### src/rtl/mips_lsu_pkg.sv
// Shared types and helpers for the mips_cpu_lsu load/store unit.
// The LSU_ALIGN_CHECK_EN macro selects whether is_misaligned is used by the top.
package mips_lsu_pkg;

  typedef enum logic [2:0] {
    OP_LB  = 3'd0,
    OP_LBU = 3'd1,
    OP_LH  = 3'd2,
    OP_LHU = 3'd3,
    OP_LW  = 3'd4,
    OP_SB  = 3'd5,
    OP_SH  = 3'd6,
    OP_SW  = 3'd7
  } lsu_op_t;

  typedef enum logic [1:0] {
    S_IDLE = 2'd0,
    S_RD   = 2'd1,
    S_WR   = 2'd2,
    S_DONE = 2'd3
  } lsu_state_t;

  // Lane masks are positioned by a shift of 8*(3-offset): big-endian lanes.
  localparam logic [31:0] BYTE_MASK = 32'h0000_00FF;
  localparam logic [31:0] HALF_MASK = 32'h0000_FFFF;

  function automatic logic is_misaligned(lsu_op_t op, logic [1:0] off);
    case (op)
      OP_LH, OP_LHU, OP_SH: return off[0];
      OP_LW, OP_SW:         return off != 2'b00;
      default:              return 1'b0;
    endcase
  endfunction

endpackage

### src/rtl/mips_cpu_lsu_align.sv
// Combinational lane logic: load extract/extend and sub-word store merge.
// Big-endian: byte offset 0 is bits 31:24, half offset 0 is bits 31:16.
module mips_cpu_lsu_align
  import mips_lsu_pkg::*;
(
  input  logic [2:0]  op,
  input  logic [1:0]  off,
  input  logic [31:0] word,
  input  logic [31:0] wdata,
  output logic [31:0] rdata,
  output logic [31:0] wmerge
);

  lsu_op_t     op_e;
  logic [4:0]  byte_sh;
  logic [4:0]  half_sh;
  logic [7:0]  lane_b;
  logic [15:0] lane_h;

  always_comb begin
    op_e    = lsu_op_t'(op);
    // 3-off on two bits is ~off, so the lane shift is just the inverted offset.
    byte_sh = {~off, 3'b000};
    half_sh = {~off[1], 4'b0000};
    lane_b  = 8'(word >> byte_sh);
    lane_h  = 16'(word >> half_sh);
    rdata   = '0;
    wmerge  = word;
    case (op_e)
      OP_LB:  rdata = {{24{lane_b[7]}}, lane_b};
      OP_LBU: rdata = {24'h000000, lane_b};
      OP_LH:  rdata = {{16{lane_h[15]}}, lane_h};
      OP_LHU: rdata = {16'h0000, lane_h};
      OP_LW:  rdata = word;
      OP_SB:  wmerge = (word & ~(BYTE_MASK << byte_sh)) | ((wdata & BYTE_MASK) << byte_sh);
      OP_SH:  wmerge = (word & ~(HALF_MASK << half_sh)) | ((wdata & HALF_MASK) << half_sh);
      OP_SW:  wmerge = wdata;
      default: ;
    endcase
  end

endmodule

### src/rtl/mips_cpu_lsu.sv
// Load/store unit: turns core requests into word-aligned data-port reads/writes,
// with read-modify-write for SB/SH. LSU_ALIGN_CHECK_EN enables misalignment errors.
module mips_cpu_lsu
  import mips_lsu_pkg::*;
#(
  parameter int ADDR_W = 32,
  parameter int DATA_W = 32
) (
  input  logic              clk,
  input  logic              reset,
  input  logic              req_valid,
  output logic              req_ready,
  input  logic [2:0]        req_op,
  input  logic [ADDR_W-1:0] req_addr,
  input  logic [DATA_W-1:0] req_wdata,
  output logic              resp_valid,
  output logic [DATA_W-1:0] resp_rdata,
  output logic              resp_err,
  output logic [ADDR_W-1:0] data_address,
  output logic              data_write,
  output logic              data_read,
  output logic [DATA_W-1:0] data_writedata,
  input  logic [DATA_W-1:0] data_readdata
);

  lsu_state_t        state, next;
  lsu_op_t           op_q;
  logic [ADDR_W-1:0] addr_q;
  logic [DATA_W-1:0] wdata_q;
  logic [DATA_W-1:0] word_q;
  logic              err_q;
  logic              accept;
  logic              mis;
  logic [31:0]       ext_rdata;
  logic [31:0]       merged;

  assign accept = req_valid && (state == S_IDLE);

`ifdef LSU_ALIGN_CHECK_EN
  assign mis = is_misaligned(lsu_op_t'(req_op), req_addr[1:0]);
`else
  assign mis = 1'b0;
`endif

  always_ff @(posedge clk) begin
    if (reset) begin
      state   <= S_IDLE;
      op_q    <= OP_LB;
      addr_q  <= '0;
      wdata_q <= '0;
      word_q  <= '0;
      err_q   <= 1'b0;
    end else begin
      state <= next;
      if (accept) begin
        op_q    <= lsu_op_t'(req_op);
        addr_q  <= req_addr;
        wdata_q <= req_wdata;
        err_q   <= mis;
      end
      if (state == S_RD) word_q <= data_readdata;
    end
  end

  mips_cpu_lsu_align u_align (
    .op     (op_q),
    .off    (addr_q[1:0]),
    .word   (word_q),
    .wdata  (wdata_q),
    .rdata  (ext_rdata),
    .wmerge (merged)
  );

  always_comb begin
    next           = state;
    req_ready      = 1'b0;
    resp_valid     = 1'b0;
    resp_rdata     = '0;
    resp_err       = 1'b0;
    data_read      = 1'b0;
    data_write     = 1'b0;
    data_writedata = '0;
    data_address   = {addr_q[ADDR_W-1:2], 2'b00};
    case (state)
      S_IDLE: begin
        req_ready = 1'b1;
        if (req_valid) begin
          if (mis)                           next = S_DONE;
          else if (lsu_op_t'(req_op) == OP_SW) next = S_WR;
          else                               next = S_RD;
        end
      end
      S_RD: begin
        data_read = 1'b1;
        next      = (op_q == OP_SB || op_q == OP_SH) ? S_WR : S_DONE;
      end
      S_WR: begin
        data_write     = 1'b1;
        data_writedata = merged;
        next           = S_DONE;
      end
      S_DONE: begin
        resp_valid = 1'b1;
        resp_err   = err_q;
        resp_rdata = err_q ? '0 : ext_rdata;
        next       = S_IDLE;
      end
      default: next = S_IDLE;
    endcase
  end

endmodule

### config.mk
export PLATFORM = sky130hd
export DESIGN_NAME = mips_cpu_lsu
export DESIGN_NICKNAME = d
export VERILOG_FILES = /design/src/rtl/mips_lsu_pkg.sv /design/src/rtl/mips_cpu_lsu_align.sv /design/src/rtl/mips_cpu_lsu.sv
export SDC_FILE = /design/constraint.sdc
export NUM_CORES = 1
export LEC_CHECK = 0
export BUFFER_PORTS_ARGS = -buffer_cell sky130_fd_sc_hd__buf_4
export CORE_AREA = 8 8 108 208
export CTS_CLUSTER_DIAMETER = 60
export DETAILED_ROUTE_END_ITERATION = 16
export DIE_AREA = 0 0 116 216
export PLACE_DENSITY = 0.56
export SLEW_MARGIN = 40
export SYNTH_ARGS = -nofsm -noshare
export SYNTH_HDL_FRONTEND = slang
export SYNTH_HIERARCHICAL = 1
export SYNTH_SLANG_ARGS = --single-unit
### constraint.sdc
create_clock -name clk -period 1.85 [get_ports clk]
set_input_delay 0.37 -clock clk [delete_from_list [all_inputs] [get_ports clk]]
set_output_delay 0.37 -clock clk [all_outputs]
set_load 0.01 [all_outputs]
==> results.md <==
- Peak supply drop: 0.8961 mV
- Top achievable clock speed: 426.0 MHz
- Pwr/cell area: 1118 nW/um2
- Cells after synthesis: 852
- Sequential fraction of the synthesis area: 31.88%
- Diodes inserted: 0
- Endpoint of the lowest-slack register-to-register path: addr_q[4]$_SDFFE_PP0P_
- DRC Markers: 0
- Status: complete, but fails checks
- Crit Path Class: reg2out
- Failing checks: setup timing
- Final Max Slew Viols: 0
- Total negative slack: -26.58 ns
- Rows: 73
- Leak: 0.003928 uW
- Endpoints failing setup: 64
- CTS Sinks: 101
- Clk slew on worst S/H paths: 0.08 ns
- ANT nets after route: 0
- Vias in the first global route: 6870
- CTS root buf: clkbuf_16
- Mapped Area: 6342 um2
- Router iterations before antenna repair: 7
- RR Startpoint: state[1]$_SDFFE_PP0P_
- CP max FO: 9
- Worst setup SP type: flop
- # hold bufs at CTS: 0
- Die H: 216 um
- Layout net count: 1168
- Initial antenna violation count: 0
- Worst EP required: 1.48 ns
- Number of H-tree levels: 3
- Hold Path Depth: 3
- Worst hold path type: in2reg
- Worst r2r path cells: 6
- WP data arrival: 1.98 ns
- CORE AREA: 19730 um2
- Crit end category: output port
- IO Pins: 203
- TritonCTS Buffers: 9
- Fin. Hold Viols: 0
- Layout Area Growth over Synthesis: 47.27%
- Chip width: 116 um
- Post-route cell area: 9340 um2
- Hold endpoint: addr_q[25]$_SDFFE_PP0P_
- Routability Congestion: 0.9404
- Die footprint: 25060 um2
- CTS tree: done
- Post-synthesis area per instance: 7.444 um2
- RSZ-0062 raised after global routing: yes
- Max-cap viol count: 0
- Total grt overflow: 0
- Yosys warns: 6
- Post-synthesis cell type count: 42
- Drt initial violations: 345
- Detail Placement HPWL: 19810 um
- Post-Place Cell Area: 8259 um2
- Min-delay src: req_addr[25]
- Via count: 6695
- WL final: 25700 um
- Min cycle time layout: 2.348 ns
- Clk buf depth: 2
- FF+latch count, synth: 101
- Tcrit/Tclk final: 126.9%
- First-pass GRT wire length: 38650 um
- Worst Skew: 0.01474 ns
- Reg2reg setup slack: 0.28 ns
- Total Routing Usage GR: 20.33%
- Clk Latency, worst-skew pair: 0.36 ns
- Post-layout power: 10440 uW
- Layout cell share with drive strength beyond 1: 42.87%
- Initial Utilization: 32.15%
- Via/cell ratio: 5.041
- Port Buf Inserts: 199
- Largest net degree at the start of global routing: 75
- WL/cell: 19.35 um
- Final worst slack: -0.4976 ns
==> kinds of logic (layout without fill, tap and decap cells) <==
| logic type | Yosys count | in the layout | synth area share [%] |
|---|---|---|---|
| and+or+nand+nor | 414 | 415 | 30.20 |
| AOI/OAI and AO/OA | 176 | 176 | 19.08 |
| buffers and inverters | 106 | 317 | 9.943 |
| DFF | 101 | 101 | 31.88 |
| muxes | 48 | 48 | 7.714 |
| adders and majority gates | 5 | 5 | 0.9864 |
| other | 1 | 3 | 0.05913 |
| xor gates and xnor gates | 1 | 1 | 0.1381 |
==> final cells by class <==
class / instances / area [um2]
clock inverter: 7 / 67.56
clock buffer: 9 / 225.2
multi-input combinational: 648 / 4063
inverter: 4 / 15.01
timing repair buffer: 297 / 2599
tap: 262 / 327.8
sequential: 101 / 2043
fill: 2038 / 10390
==> power breakdown <==
part / leakage [uW] / total (uW) / internal [uW] / switching (uW)
logic: 0.00296 / 5240 / 2550 / 2690
registers: 0.000831 / 3300 / 2650 / 657
clock network: 0.000142 / 1890 / 952 / 942
total: 0.00393 / 10400 / 6150 / 4290
==> sequential cells by signal, summed over array words and instances, names as in the netlist <==
register  count
addr_q       32
state         2
wdata_q      32
op_q          3
word_q       32
==> cells in the mapped netlist, drive strengths merged <==
cell	number	area, um2
a21oi	112	673.1
nand2b	5	31.28
a211oi	2	15.01
a21o	1	7.510
a221o	26	260.3
a22oi	11	82.58
o32ai	2	17.52
a31oi	1	6.260
a22o	1	8.760
o21bai	1	18.77
ha	5	62.56
or3	11	68.82
inv	4	15.01
mux2	7	78.83
and2	68	425.4
o21ai	12	60.06
o311ai	5	43.79
dfxtp	101	2022
nor2b	9	56.30
clkbuf	23	86.33
nand2	194	753.2
nor2	63	251.5
o22a	1	8.760
nor3	2	10.01
mux2i	41	410.4
conb	1	3.750
buf	79	529.3
and2b	1	7.510
xor2	1	8.760
nand3b	2	15.01
nand3	58	290.3
or2	1	6.260
o21a	1	7.510
==> stage by stage <==
stage / setup WS, ns / hold WS, ns / util [%] / std cells
finish: -0.4976 / 0.2428 / 47.34 / 1328
global route: -0.5720 / 0.2369 / 47.34 / 1328
detailed placement: -0.3769 / 0.4494 / 41.86 / 1288
floorplan: -0.01389 / 0.4366 / - / 854
CTS: -0.5015 / 0.2308 / 45.45 / 1316
global placement: -0.3650 / 0.4417 / 41.86 / 1288
==> worst max-delay path by stage <==
stage,endpoint,cells past startpoint,start
2_1_floorplan,resp_rdata[24],6,addr_q[1]$_SDFFE_PP0P_
3_3_place_gp,data_writedata[3],8,addr_q[1]$_SDFFE_PP0P_
3_5_place_dp,data_writedata[3],8,addr_q[1]$_SDFFE_PP0P_
4_1_cts,resp_rdata[2],7,addr_q[1]$_SDFFE_PP0P_
5_1_grt,data_writedata[21],7,addr_q[1]$_SDFFE_PP0P_
6_report,resp_rdata[2],7,addr_q[1]$_SDFFE_PP0P_
==> placed cells by master (no fill, tap or decap), drive strengths merged <==
master and count:
nand2 194, a211oi 2, ha 5, clkinv 2, o311ai 5, dfxtp 101, xor2 1, and2b 1
mux2i 41, nor2b 10, nand2b 5, and2 68, o21ai 12, or2 1, a21o 1, o22a 1
o32ai 2, a22o 1, nor3 2, o21a 1, nand3 58, a21oi 112, a22oi 11, inv 8
or3 11, a221o 26, nand3b 2, clkbuf 11, nor2 63, buf 295, o21bai 1, conb 3
clkinvlp 1, mux2 7, a31oi 1
==> layer usage <==
layer	track usage, %	routed length, um
met2	38.59	14080
met5	0	0
met4	13.02	1598
met3	4.476	1538
met1	18.44	8484
==> worst max-delay path, cell delays in order, from the launching register on <==
cell	delay [ns]
dfxtp_4	0.41
buf_4	0.13
buf_4	0.09
mux2_2	0.34
nor2b_1	0.13
a221o_1	0.25
and2_4	0.13
buf_4	0.13
==> what timing repair did <==
action,in CTS,in global routing
endpoints found under the setup margin,66,66
resized for setup,97,73
gates cloned,1,6
pin swaps,21,21
buffers inserted,11,6
(Power assumes the default switching activity.)
